--- src/rtl/row_occupancy_tracker_if.sv ---
// Command/response bus between the placement controller (master) and the row occupancy tracker (slave).
// Both channels transfer on a rising edge where valid && ready; the producer holds its fields stable until then.
interface row_occupancy_tracker_if;
    logic       cmd_valid;
    logic       cmd_ready;
    logic       cmd_op;
    logic [3:0] cmd_str_id;
    logic [4:0] cmd_width;
    logic       rsp_valid;
    logic       rsp_ready;
    logic       rsp_ok;
    logic [4:0] rsp_height;
    logic [4:0] rsp_free;
    logic       all_empty;

    modport master (
        output cmd_valid, cmd_op, cmd_str_id, cmd_width, rsp_ready,
        input  cmd_ready, rsp_valid, rsp_ok, rsp_height, rsp_free, all_empty
    );

    modport slave (
        input  cmd_valid, cmd_op, cmd_str_id, cmd_width, rsp_ready,
        output cmd_ready, rsp_valid, rsp_ok, rsp_height, rsp_free, all_empty
    );
endinterface

--- src/rtl/row_occupancy_tracker.sv ---
// Tracks free width per row for alloc/release commands and maps str_id to row height.
// One command in flight at a time: IDLE -> LOOK -> UPD -> RESP -> IDLE.
module row_occupancy_tracker #(
    parameter int ROW_WIDTH = 16,
    parameter int NUM_ROWS  = 13
) (
    input  logic                    clk,
    input  logic                    rst,
    row_occupancy_tracker_if.slave  bus,
    output logic [1:0]              dbg_state
);
    typedef enum logic [1:0] {
        IDLE = 2'd0,
        LOOK = 2'd1,
        UPD  = 2'd2,
        RESP = 2'd3
    } state_e;

    localparam logic [4:0] ROW_W5 = 5'(ROW_WIDTH);
    localparam logic [5:0] ROW_W6 = 6'(ROW_WIDTH);

    state_e     state_q, state_d;
    logic       op_q, op_d;
    logic [3:0] id_q, id_d;
    logic [4:0] width_q, width_d;
    logic       ok_q, ok_d;
    logic [4:0] height_q, height_d;
    logic [4:0] cur_q, cur_d;
    logic [4:0] new_q, new_d;
    logic       cmd_ready_q, cmd_ready_d;
    logic       rsp_valid_q, rsp_valid_d;
    logic       rsp_ok_q, rsp_ok_d;
    logic [4:0] rsp_height_q, rsp_height_d;
    logic [4:0] rsp_free_q, rsp_free_d;
    logic       all_empty_q, all_empty_d;
    logic [4:0] free_q [1:NUM_ROWS];
    logic [4:0] free_d [1:NUM_ROWS];

    logic       id_valid;
    logic [4:0] rd_free;
    logic [5:0] sum6;

    function automatic logic [4:0] row_height(input logic [3:0] id);
        case (id)
            4'd1, 4'd2:          row_height = 5'd8;
            4'd3:                row_height = 5'd9;
            4'd4:                row_height = 5'd7;
            4'd5:                row_height = 5'd10;
            4'd6:                row_height = 5'd6;
            4'd7:                row_height = 5'd11;
            4'd8:                row_height = 5'd5;
            4'd9:                row_height = 5'd12;
            4'd10:               row_height = 5'd4;
            4'd11, 4'd12, 4'd13: row_height = 5'd16;
            default:             row_height = 5'd0;
        endcase
    endfunction

    // Lookup of the captured row; an invalid id reads as zero free width.
    always_comb begin
        id_valid = (id_q != 4'd0) && (id_q <= 4'(NUM_ROWS));
        rd_free  = 5'd0;
        for (int i = 1; i <= NUM_ROWS; i++) begin
            if (id_q == 4'(i)) rd_free = free_q[i];
        end
        sum6 = {1'b0, rd_free} + {1'b0, width_q};
    end

    always_comb begin
        state_d      = state_q;
        op_d         = op_q;
        id_d         = id_q;
        width_d      = width_q;
        ok_d         = ok_q;
        height_d     = height_q;
        cur_d        = cur_q;
        new_d        = new_q;
        cmd_ready_d  = cmd_ready_q;
        rsp_valid_d  = rsp_valid_q;
        rsp_ok_d     = rsp_ok_q;
        rsp_height_d = rsp_height_q;
        rsp_free_d   = rsp_free_q;
        for (int i = 1; i <= NUM_ROWS; i++) free_d[i] = free_q[i];

        all_empty_d = 1'b1;
        for (int i = 1; i <= NUM_ROWS; i++) begin
            if (free_q[i] != ROW_W5) all_empty_d = 1'b0;
        end

        case (state_q)
            IDLE: begin
                if (bus.cmd_valid && cmd_ready_q) begin
                    op_d        = bus.cmd_op;
                    id_d        = bus.cmd_str_id;
                    width_d     = bus.cmd_width;
                    cmd_ready_d = 1'b0;
                    state_d     = LOOK;
                end
            end
            LOOK: begin
                height_d = id_valid ? row_height(id_q) : 5'd0;
                cur_d    = rd_free;
                new_d    = rd_free;
                if (!id_valid) begin
                    ok_d = 1'b0;
                end else if (width_q == 5'd0) begin
                    ok_d = 1'b1;
                end else if (!op_q) begin
                    ok_d  = (width_q <= rd_free);
                    new_d = rd_free - width_q;
                end else begin
                    // Release compares in 6 bits so an overflowing sum is rejected, never wrapped.
                    ok_d  = (sum6 <= ROW_W6);
                    new_d = sum6[4:0];
                end
                state_d = UPD;
            end
            UPD: begin
                for (int i = 1; i <= NUM_ROWS; i++) begin
                    if (ok_q && (id_q == 4'(i))) free_d[i] = new_q;
                end
                rsp_ok_d     = ok_q;
                rsp_height_d = height_q;
                rsp_free_d   = ok_q ? new_q : cur_q;
                rsp_valid_d  = 1'b1;
                state_d      = RESP;
            end
            RESP: begin
                if (rsp_valid_q && bus.rsp_ready) begin
                    rsp_valid_d = 1'b0;
                    cmd_ready_d = 1'b1;
                    state_d     = IDLE;
                end
            end
            default: state_d = IDLE;
        endcase
    end

    always_ff @(posedge clk or posedge rst) begin
        if (rst) begin
            state_q      <= IDLE;
            op_q         <= 1'b0;
            id_q         <= 4'd0;
            width_q      <= 5'd0;
            ok_q         <= 1'b0;
            height_q     <= 5'd0;
            cur_q        <= 5'd0;
            new_q        <= 5'd0;
            cmd_ready_q  <= 1'b1;
            rsp_valid_q  <= 1'b0;
            rsp_ok_q     <= 1'b0;
            rsp_height_q <= 5'd0;
            rsp_free_q   <= 5'd0;
            all_empty_q  <= 1'b1;
            for (int i = 1; i <= NUM_ROWS; i++) free_q[i] <= ROW_W5;
        end else begin
            state_q      <= state_d;
            op_q         <= op_d;
            id_q         <= id_d;
            width_q      <= width_d;
            ok_q         <= ok_d;
            height_q     <= height_d;
            cur_q        <= cur_d;
            new_q        <= new_d;
            cmd_ready_q  <= cmd_ready_d;
            rsp_valid_q  <= rsp_valid_d;
            rsp_ok_q     <= rsp_ok_d;
            rsp_height_q <= rsp_height_d;
            rsp_free_q   <= rsp_free_d;
            all_empty_q  <= all_empty_d;
            for (int i = 1; i <= NUM_ROWS; i++) free_q[i] <= free_d[i];
        end
    end

    assign bus.cmd_ready  = cmd_ready_q;
    assign bus.rsp_valid  = rsp_valid_q;
    assign bus.rsp_ok     = rsp_ok_q;
    assign bus.rsp_height = rsp_height_q;
    assign bus.rsp_free   = rsp_free_q;
    assign bus.all_empty  = all_empty_q;
    assign dbg_state      = state_q;
endmodule
--- src/flat_wrapper.sv ---
// flat-port wrapper written by rule: the top's interface ports become plain ports
module row_occupancy_tracker_flat 
#(
    parameter int ROW_WIDTH = 16,
    parameter int NUM_ROWS  = 13
)
  (clk, rst, dbg_state, bus_cmd_valid, bus_cmd_op, bus_cmd_str_id, bus_cmd_width, bus_rsp_ready, bus_cmd_ready, bus_rsp_valid, bus_rsp_ok, bus_rsp_height, bus_rsp_free, bus_all_empty);
  row_occupancy_tracker_if bus_i ();
  input  logic clk;
  input  logic rst;
  output logic [1:0] dbg_state;
  input wire logic [$bits(bus_i.cmd_valid)-1:0] bus_cmd_valid;
  input wire logic [$bits(bus_i.cmd_op)-1:0] bus_cmd_op;
  input wire logic [$bits(bus_i.cmd_str_id)-1:0] bus_cmd_str_id;
  input wire logic [$bits(bus_i.cmd_width)-1:0] bus_cmd_width;
  input wire logic [$bits(bus_i.rsp_ready)-1:0] bus_rsp_ready;
  output wire logic [$bits(bus_i.cmd_ready)-1:0] bus_cmd_ready;
  output wire logic [$bits(bus_i.rsp_valid)-1:0] bus_rsp_valid;
  output wire logic [$bits(bus_i.rsp_ok)-1:0] bus_rsp_ok;
  output wire logic [$bits(bus_i.rsp_height)-1:0] bus_rsp_height;
  output wire logic [$bits(bus_i.rsp_free)-1:0] bus_rsp_free;
  output wire logic [$bits(bus_i.all_empty)-1:0] bus_all_empty;
  assign bus_i.cmd_valid = bus_cmd_valid;
  assign bus_i.cmd_op = bus_cmd_op;
  assign bus_i.cmd_str_id = bus_cmd_str_id;
  assign bus_i.cmd_width = bus_cmd_width;
  assign bus_i.rsp_ready = bus_rsp_ready;
  assign bus_cmd_ready = bus_i.cmd_ready;
  assign bus_rsp_valid = bus_i.rsp_valid;
  assign bus_rsp_ok = bus_i.rsp_ok;
  assign bus_rsp_height = bus_i.rsp_height;
  assign bus_rsp_free = bus_i.rsp_free;
  assign bus_all_empty = bus_i.all_empty;
  row_occupancy_tracker #(.ROW_WIDTH(ROW_WIDTH), .NUM_ROWS(NUM_ROWS)) u_core (.clk(clk), .rst(rst), .bus(bus_i), .dbg_state(dbg_state));
endmodule
--- config.mk ---
export PLATFORM = sky130hd
export DESIGN_NAME = row_occupancy_tracker_flat
export DESIGN_NICKNAME = d
export VERILOG_FILES = /design/src/rtl/row_occupancy_tracker_if.sv /design/src/rtl/row_occupancy_tracker.sv /design/src/flat_wrapper.sv
export SDC_FILE = /design/constraint.sdc
export NUM_CORES = 1
export LEC_CHECK = 0
export CORE_MARGIN = 10
export CORE_UTILIZATION = 40
export CTS_CLUSTER_DIAMETER = 40
export DETAILED_ROUTE_END_ITERATION = 16
export GPL_ROUTABILITY_DRIVEN = 0
export PLACE_DENSITY = 0.69
export SETUP_SLACK_MARGIN = 0.2
export SLEW_MARGIN = 0
export SYNTH_ARGS = -nofsm -noshare
export SYNTH_HDL_FRONTEND = slang
export SYNTH_SLANG_ARGS = --single-unit
--- constraint.sdc ---
create_clock -name clk -period 8.7 [get_ports clk]
set_clock_uncertainty 0.2 [all_clocks]
set_input_delay 0.87 -clock clk [delete_from_list [all_inputs] [get_ports clk]]
set_output_delay 0.87 -clock clk [all_outputs]
set_load 0.05 [all_outputs]
==> impl_metrics.ini, run 1 <==
[global_route]
grt_max_degree = 55
grt_pass1_wl_mm = 24.7
overflow = 0
grt_pass1_vias = 4484
antenna_found_initial = 0
grt_use_total_pct = 15.3

[setup_path]
critPathKind = reg2reg
cp.required_ps = 8790
end_kind = register
critPathLaunchType = register
timing.critical_path.from = u_core.id_q[0]$_DFFE_PP0P_
path_max_fanout = 24
r2r_start = u_core.id_q[0]$_DFFE_PP0P_
crit_arrival_ps = 4380

[logic_synthesis]
synthArstFlopShare_pct = 100
syn_area_per_cell_um2 = 9.82
synthCells = 602
synth.net_count = 639
ys_seq_area_share_pct = 45.6
synth_fa_ha_area_share_pct = 5.12
synth-compound-area-share_pct = 17.5
synth_top_family_by_area = compound AO/OA/AOI/OAI gates
synth_area_mm2 = 0.00591
yosysUniqueCellTypes = 70
yosys_warnings = 0
synthSimpleGateAreaFrac_pct = 16.1
synth-seq-cells = 107
synth-xor-area-share_pct = 0.741
synth_ff_type = dfrtp_1
synth-edff-count = 0
synthMuxAreaShare_pct = 9.46

[drt]
antenna_left = 0
drt-wirelength-per-cell_um = 18.8
drcViolationCount = 0
vias = 4609
drt_first_iter_violations = 557
vias_per_cell = 5.73
wl_mm = 15.1
firstDrtPassIters = 7

[power]
combPwrFrac_pct = 1.6
swShare_pct = 19.9
peakVddDrop_mv = 0.0952
pwr-share-seq_pct = 50.4
p_clk_share_pct = 48.0
switchingPower_uw = 196
powerDensity_mw_per_mm2 = 149
p_leak_nw = 2.82
p_int_uw = 791

[floorplan]
die_area_mm2 = 0.0200
placementRows = 44
die_y_um = 142
fp.dieW_um = 142
io_pins = 30
core_area_mm2 = 0.0145
start_util_pct = 40.8

[sta]
fmax_ghz = 0.233
relSlewSlack_pct = 43.6
hold_viol = 0
rsz0062_at_grt = false
fin_tns_setup_ps = 0
setup_viol = 0
drv_slew = 0
period_needed_ps = 4290
tightest_slew_ps = 846
finalCritPeriodShare_pct = 49.3

[cts]
clk_latency_ps = 360
clock_path_buffers = 2
cts_setup_buffers = 0
cts_hold_buffers = 0
root_buffer = clkbuf_16
h-tree-depth = 3
cts_resized = 0
cts_tree = done
numClockSinks = 107
clk_pin_slew_ps = 70
cts_buffers = 9

[min_path]
worstHoldStart = u_core.height_q[2]$_DFFE_PP0N_
min_path_type = reg2reg

[cells_and_area]
final_layout_size_suffix_gt1_share_pct = 16.6
area_delta_synth_final_pct = 12.1
antenna_cells = 0
fin_cells = 805
num-nets-final = 653
final_util_pct = 45.7

[place]
dp_hpwl_mm = 10.6
port_buffers = 29
placed_cells = 789

[job]
maxCapViolations = 0

[run_status]
status = completed
[worst max-delay path, cell delays in order (launching register included)]
cell and delay (ps):
dfrtp_1 450, inv_1 140, ha_1 720, nand2b_1 210, o221a_2 300, o22ai_1 160
a21oi_2 100, nor2_1 240, inv_1 80, ha_1 240, fa_1 490, nor2_1 200
nand2_1 80, o31a_1 240, o211ai_1 150, a211oi_1 90, o22ai_1 130
[synthesized netlist by cell type, types with 7 or more instances]
| master | n | share of area, % |
|---|---|---|
| nor4_1 | 10 | 1.1 |
| a21oi_1 | 31 | 2.6 |
| o21ai_0 | 60 | 5.1 |
| mux2_2 | 42 | 8.0 |
| buf_6 | 7 | 1.3 |
| nor2b_1 | 13 | 1.4 |
| nand3_1 | 14 | 1.2 |
| inv_1 | 32 | 2.0 |
| dfrtp_1 | 92 | 39 |
| nand2_1 | 81 | 5.1 |
| o22ai_1 | 7 | 0.74 |
| ha_1 | 21 | 4.4 |
| buf_2 | 13 | 1.1 |
| nand2b_1 | 7 | 0.74 |
| clkbuf_1 | 9 | 0.57 |
| nor2_1 | 31 | 2.0 |
| dfstp_2 | 15 | 6.7 |
[layout make-up]
cell class	instances	area (um2)
Timing Repair Buffer	35	335
Clock inverter	5	100
Clock buffer	11	243
Inverter	33	126
Fill cell	1367	7860
Sequential cell	107	2700
Multi-Input combinational cell	430	2890
Tap cell	184	230
[cells in the final DEF, fill, tap and decap left out, types with 14 or more instances in the layout]
cell,n
a21oi_1,31
clkdlybuf4s50_1,29
dfrtp_1,92
dfstp_2,15
ha_1,21
inv_1,31
mux2_2,42
nand2_1,81
nand3_1,14
nor2_1,31
o21ai_0,60
[stage by stage]
step                      cell area [um2]  setup slack, ps  power (mW)  hold slack, ps
final                                6620             4410       0.988             290
after detailed placement             6280             4480       0.524             273
after CTS                            6620             4480       0.997             289
after global placement               6280             4680       0.524             267
after floorplan                      5910             4840       0.514             246
after global routing                 6620             4100        1.02             320
[final timing paths]
path	end	slack (ps)	cells past startpoint
worst max-delay path	u_core.ok_q$_DFFE_PP0N_	4410	16
worst min-delay path	u_core.height_q[2]$_DFFE_PP0N_	290	1
worst max register to register	u_core.ok_q$_DFFE_PP0N_	4410	16
worst min register to register	u_core.height_q[2]$_DFFE_PP0N_	290	1
max in group asynchronous	u_core.free_q[8]$_DFFE_PP0P_	6410	3
min in group asynchronous	u_core.free_q[33]$_DFFE_PP0P_	770	2
[per-layer routing]
layer	vias to the layer above	wire length, um	track usage [%]
li1	2165	-	-
met2	145	6930	22.9
met4	0	489	7.58
met5	-	0	0
met1	2268	6950	20.7
met3	31	747	2.94
[power by group through the flow]
stage	registers [mW]	logic, mW	clock network, mW
floorplan	0.507	0.00737	0
global placement	0.507	0.0167	0
detailed placement	0.507	0.0170	0
CTS	0.497	0.0172	0.482
global route	0.497	0.0188	0.501
finish	0.497	0.0162	0.474
[logic make-up (layout without fill, tap and decap cells)]
group,count (synthesis),after routing
adders and majority gates,23,23
AOI/OAI and AO/OA,158,158
muxes,50,50
DFF,107,107
and+or+nand+nor,194,194
xor gates and xnor gates,5,5
buffers and inverters,65,84
[sequential cells by signal (all words and copies together) (netlist names)]
name                   flops
u_core.dbg_state           2
u_core.op_q                1
u_core.cur_q               5
u_core.height_q            5
u_core.free_q             65
u_core.bus.rsp_free        5
u_core.width_q             5
u_core.bus.rsp_height      5
u_core.bus.rsp_valid       1
u_core.bus.rsp_ok          1
u_core.id_q                4
u_core.bus.cmd_ready       1
u_core.ok_q                1
u_core.bus.all_empty       1
u_core.new_q               5
Note: power is estimated with default switching activity, not from simulation.
==> inputs of run 2 (changes only) <==
==> constraint.sdc (replaced) <==
create_clock -name clk -period 4.5 [get_ports clk]
set_clock_uncertainty 0.2 [all_clocks]
set_input_delay 0.45 -clock clk [delete_from_list [all_inputs] [get_ports clk]]
set_output_delay 0.45 -clock clk [all_outputs]
set_load 0.05 [all_outputs]
==> run 2 against run 1 <==
  * Global-route usage down 0.32 points
  * Sequential share of layout area about the same
  * Clock-buffer cell count up 2
  * Final cell count up 0.99%
  * Combinational power up 95%
  * Cell area about the same
  * Fmax up 5.7%
  * Clock power up 58%
  * Critical path type unchanged
==> impl_metrics.ini, run 2 (synthesis results as in run 1) <==
[place]
place_area_mm2 = 0.00634
port_buffers = 29
dp_hpwl_mm = 11.0
placed_cells = 797

[floorplan]
start_util_pct = 40.8
core_area_mm2 = 0.0145
fp.dieW_um = 142
die_y_um = 142
io_pins = 30
die_area_mm2 = 0.0200
placementRows = 44

[cells_and_area]
stdcell_area_mm2 = 0.00663
largest_reg_flops = 65
multiInputGateArea_mm2 = 0.00290
antenna_cells = 0
num-nets-final = 661
top_register = u_core.free_q
seqCellArea_mm2 = 0.00270
layout_common_cells = 92 x dfrtp_1, 81 x nand2_1, 60 x o21ai_0
fin_cells = 813
final_common_cell = dfrtp_1
fill_cells = 1346
final_layout_size_suffix_gt1_share_pct = 17.8
area_delta_synth_final_pct = 12.2

[drt]
drcViolationCount = 0
firstDrtPassIters = 5
antenna_left = 0
wl_mm = 14.7
drt-wirelength-per-cell_um = 18.1
drt_first_iter_violations = 451
vias = 4614
vias_per_cell = 5.68

[cts]
h-tree-depth = 3
clk_latency_ps = 360
cts_hold_buffers = 0
clk_pin_slew_ps = 70
cts_tree = done
cts_buffers = 9
cts_setup_buffers = 0
clock_path_buffers = 2
cts_resized = 0
root_buffer = clkbuf_16
numClockSinks = 107

[global_route]
grt_max_degree = 38
grt_use_total_pct = 15.0
overflow = 0
grt_pass1_vias = 4546
grt_pass1_wl_mm = 24.3
antenna_found_initial = 0

[setup_path]
crit_arrival_ps = 4090
end_kind = register
crit_path_frequent_cell = ha_1
critPathKind = reg2reg
cp.required_ps = 4530
critPathMaxStageDelay_ps = 570
critPathLaunchType = register
worst_path_max_delay_cell = ha_1
worstPathCellList = ha_1 -> buf_4 -> nor2b_1 -> a41o_1 -> o21ai_1 -> a21oi_1 -> nor2_1 -> inv_1 -> ha_1 -> inv_2 -> a221oi_2 -> o31a_1 -> o211ai_1 -> a211oi_1 -> o22ai_1
path_max_fanout = 15

[power]
peakVddDrop_mv = 0.179
powerDensity_mw_per_mm2 = 263
p_leak_nw = 2.82

[sta]
finalCritPeriodShare_pct = 90.3
fmax_ghz = 0.246
fin_tns_setup_ps = 0
setup_viol = 0
relSlewSlack_pct = 54.8
tightest_slew_ps = 678
period_needed_ps = 4060
rsz0062_at_grt = false
hold_viol = 0
drv_slew = 0

[job]
maxCapViolations = 0

[min_path]
min_path_type = in2async

[run_status]
status = completed
[run 2: path summary, 6_finish.rpt]
check | slack [ps] | start | depth (start not counted) | end
max | 440 | u_core.id_q[0]$_DFFE_PP0P_ | 15 | u_core.ok_q$_DFFE_PP0N_
min | 260 | rst | 2 | u_core.free_q[63]$_DFFE_PP0P_
max reg2reg | 440 | u_core.id_q[0]$_DFFE_PP0P_ | 15 | u_core.ok_q$_DFFE_PP0N_
min reg2reg | 280 | u_core.height_q[2]$_DFFE_PP0N_ | 1 | u_core.height_q[2]$_DFFE_PP0N_
max in group asynchronous | 2990 | rst | 3 | u_core.free_q[4]$_DFFE_PP1P_
min in group clk | 280 | u_core.height_q[2]$_DFFE_PP0N_ | 1 | u_core.height_q[2]$_DFFE_PP0N_
[run 2: cell type report]
class | instances | share of cell area [%]
well taps | 184 | 3.47
multi-input cells | 430 | 43.7
repair buffers | 43 | 5.96
clock buffers | 13 | 3.93
clock inverters | 3 | 0.340
flip-flops and latches | 107 | 40.7
inverters | 33 | 1.91
[run 2: worst max-delay path: cells and delay by family, from the launching register on]
kind / cells / cell delay, ps
AO/OA/AOI/OAI: 8 / 1500
adder cells (fa/ha/maj): 2 / 970
buffers and inverters: 3 / 470
flip-flops: 1 / 450
AND/OR/NAND/NOR: 2 / 340
[run 2: through the flow]
| step | hold slack [ps] | utilization, % | power, mW | worst slack (ps) |
|---|---|---|---|---|
| final | 255 | 45.8 | 1.75 | 437 |
| after global routing | 297 | 45.8 | 1.80 | 218 |
| after CTS | 266 | 45.7 | 1.76 | 344 |
| after detailed placement | 274 | 43.8 | 1.01 | 364 |
| after global placement | 265 | 43.8 | 1.01 | 549 |
| after floorplan | 246 | - | 0.994 | 1030 |
[run 2: power breakdown]
part	internal (mW)	switching, mW
registers	0.962	0
logic	0.0113	0.0203
clock network	0.406	0.345
[run 2: metal layers]
metal / global-route usage (%) / up-vias / wire length, um
met1: 20.1 / 2255 / 6610
met3: 2.64 / 27 / 956
met5: 0 / - / 0
met4: 6.51 / 0 / 365
met2: 23.2 / 170 / 6760
li1: - / 2162 / -
==> inputs of run 3 (changes only) <==
--- a/config.mk
+++ b/config.mk
@@ -11,6 +11,7 @@
 export DETAILED_ROUTE_END_ITERATION = 16
 export GPL_ROUTABILITY_DRIVEN = 0
 export PLACE_DENSITY = 0.69
+export RECOVER_POWER = 25
 export SETUP_SLACK_MARGIN = 0.2
 export SLEW_MARGIN = 0
 export SYNTH_ARGS = -nofsm -noshare
==> run 3 against run 2 <==
  * The run now ends with max-capacitance violations, max-slew violations left
  * Non-clock buffer count stayed put
  * Register-to-register slack about the same
  * Clock-buffer cell count unchanged
  * Final cell count is the same
  * First-iteration DRC count fell by 1.6%
  * Die area did not move
  * Hold slack gained 29 ps
  * Wire length increased by 0.16%
  * Utilization shrank 0.060 points
  * Critical path type unchanged
  * Largest cell class unchanged
  * Largest power group unchanged
==> impl_metrics.ini, run 3 (synthesis results as in run 1) <==
[setup_path]
critPathLaunchType = register
r2r_start = u_core.id_q[0]$_DFFE_PP0P_
end_kind = register
path_max_fanout = 16
endpoint = u_core.ok_q$_DFFE_PP0N_
r2r_cells = 15
critPathKind = reg2reg
rrSetupSlack_ps = 440
cp.required_ps = 4530
timing.critical_path.from = u_core.id_q[0]$_DFFE_PP0P_
crit_arrival_ps = 4080
worst_r2r_endpoint = u_core.ok_q$_DFFE_PP0N_

[cts]
cts_buffers = 9
h-tree-depth = 3
root_buffer = clkbuf_16
cts_tree = done
clk_pin_slew_ps = 70
clock_path_buffers = 2
cts_hold_buffers = 0
cts_resized = 0
cts_setup_buffers = 0
numClockSinks = 107
clk_latency_ps = 360

[sta]
fmax_ghz = 0.246
tightest_slew_ps = 1830
setup_viol = 0
hold_viol = 0
drv_slew = 75
period_needed_ps = 4060
holdWs_ps = 284
rsz0062_at_grt = false
relSlewSlack_pct = -21.8
fin_tns_setup_ps = 0
finalCritPeriodShare_pct = 90.2

[global_route]
grt_max_degree = 38
grt_pass1_wl_mm = 24.3
grt-busiest-layer = met2
antenna_found_initial = 0
grtUsageMet3_pct = 2.64
use_met2_pct = 23.2
overflow = 0
grt_use_total_pct = 15.0
use_met1_pct = 20.1
grt_pass1_vias = 4546

[floorplan]
io_pins = 30
core_area_mm2 = 0.0145
die_area_mm2 = 0.0200
placementRows = 44
start_util_pct = 40.8
fp.dieW_um = 142
die_y_um = 142

[drt]
wl_mm = 14.7
drt-wirelength-per-cell_um = 18.1
vias = 4617
antenna_left = 0
firstDrtPassIters = 5
drcViolationCount = 0
vias_per_cell = 5.68
drt_first_iter_violations = 444

[power]
p_leak_nw = 2.80
peakVddDrop_mv = 0.180
powerDensity_mw_per_mm2 = 263

[job]
maxCapViolations = 2

[place]
port_buffers = 29
place_area_mm2 = 0.00634
dp_hpwl_mm = 11.0
placed_cells = 797

[cells_and_area]
stdcell_area_mm2 = 0.00662
largest_reg_flops = 65
fill_cells = 1350
seqCellArea_mm2 = 0.00270
layout_common_cells = 92 x dfrtp_1, 81 x nand2_1, 60 x o21ai_0
top_register = u_core.free_q
area_delta_synth_final_pct = 12.0
fin_cells = 813
multiInputGateArea_mm2 = 0.00290
final_common_cell = dfrtp_1
num-nets-final = 661
antenna_cells = 0
final_layout_size_suffix_gt1_share_pct = 17.5

[run_status]
status = finished, violations left
violations = max-capacitance violations, max-slew violations

[min_path]
min_path_type = reg2reg
[run 3: cell count changes in the layout (fill, tap and decap cells not counted), sizes merged]
cell           before  now
clkbuf             13   15
dlygate4sd3         0    1
clkdlybuf4s50      29   28
inv                33   32
buf                14   12
clkinvlp            3    4
[run 3: cell type report]
class	instances	area share (%)
flip-flops and latches	107	40.7
repair buffers	43	5.86
clock inverters	3	0.340
well taps	184	3.48
clock buffers	13	3.93
multi-input cells	430	43.8
inverters	33	1.89
[run 3: worst min-delay path by stage]
stage / startpoint / to / slack [ps] / depth (start not counted)
after global routing: u_core.bus.rsp_height[0]$_DFFE_PP0P_ / u_core.bus.rsp_height[0]$_DFFE_PP0P_ / 330 / 1
after detailed placement: u_core.height_q[2]$_DFFE_PP0N_ / u_core.height_q[2]$_DFFE_PP0N_ / 270 / 1
after floorplan: u_core.height_q[2]$_DFFE_PP0N_ / u_core.height_q[2]$_DFFE_PP0N_ / 250 / 1
after global placement: u_core.height_q[2]$_DFFE_PP0N_ / u_core.height_q[2]$_DFFE_PP0N_ / 260 / 1
final: u_core.height_q[2]$_DFFE_PP0N_ / u_core.height_q[2]$_DFFE_PP0N_ / 280 / 1
after CTS: rst / u_core.free_q[42]$_DFFE_PP0P_ / 270 / 2
[run 3: power by group]
| part | switching (mW) | total, mW | internal (mW) |
|---|---|---|---|
| Combinational | 0.0202 | 0.0309 | 0.0107 |
| Sequential | 0 | 0.962 | 0.962 |
| Clock | 0.345 | 0.751 | 0.406 |
[run 3: metal layers]
| metal | routed length [um] | share of wire (%) | up-vias |
|---|---|---|---|
| met5 | 0 | 0 | - |
| met4 | 365 | 2.5 | 0 |
| met3 | 887 | 6.0 | 27 |
| met2 | 6760 | 46 | 159 |
| met1 | 6700 | 46 | 2269 |
| li1 | - | - | 2162 |
[run 3: through the flow]
step	worst slack, ps	power, mW	utilization (%)
after floorplan	1030	0.994	-
after detailed placement	364	1.01	43.8
after global placement	549	1.01	43.8
final	440	1.74	45.7
after CTS	344	1.76	45.7
after global routing	218	1.80	45.7
[run 3: worst max-delay path, cell delays in order, from the launching register on]
cell	delay (ps)
dfrtp_1	450
ha_1	570
buf_4	310
nor2_1	80
o221a_2	140
o22ai_1	150
a21oi_2	90
nor2_1	230
inv_1	70
ha_1	240
fa_1	470
xor2_1	180
a41oi_1	230
o211ai_1	120
a211oi_1	270
o22ai_1	130
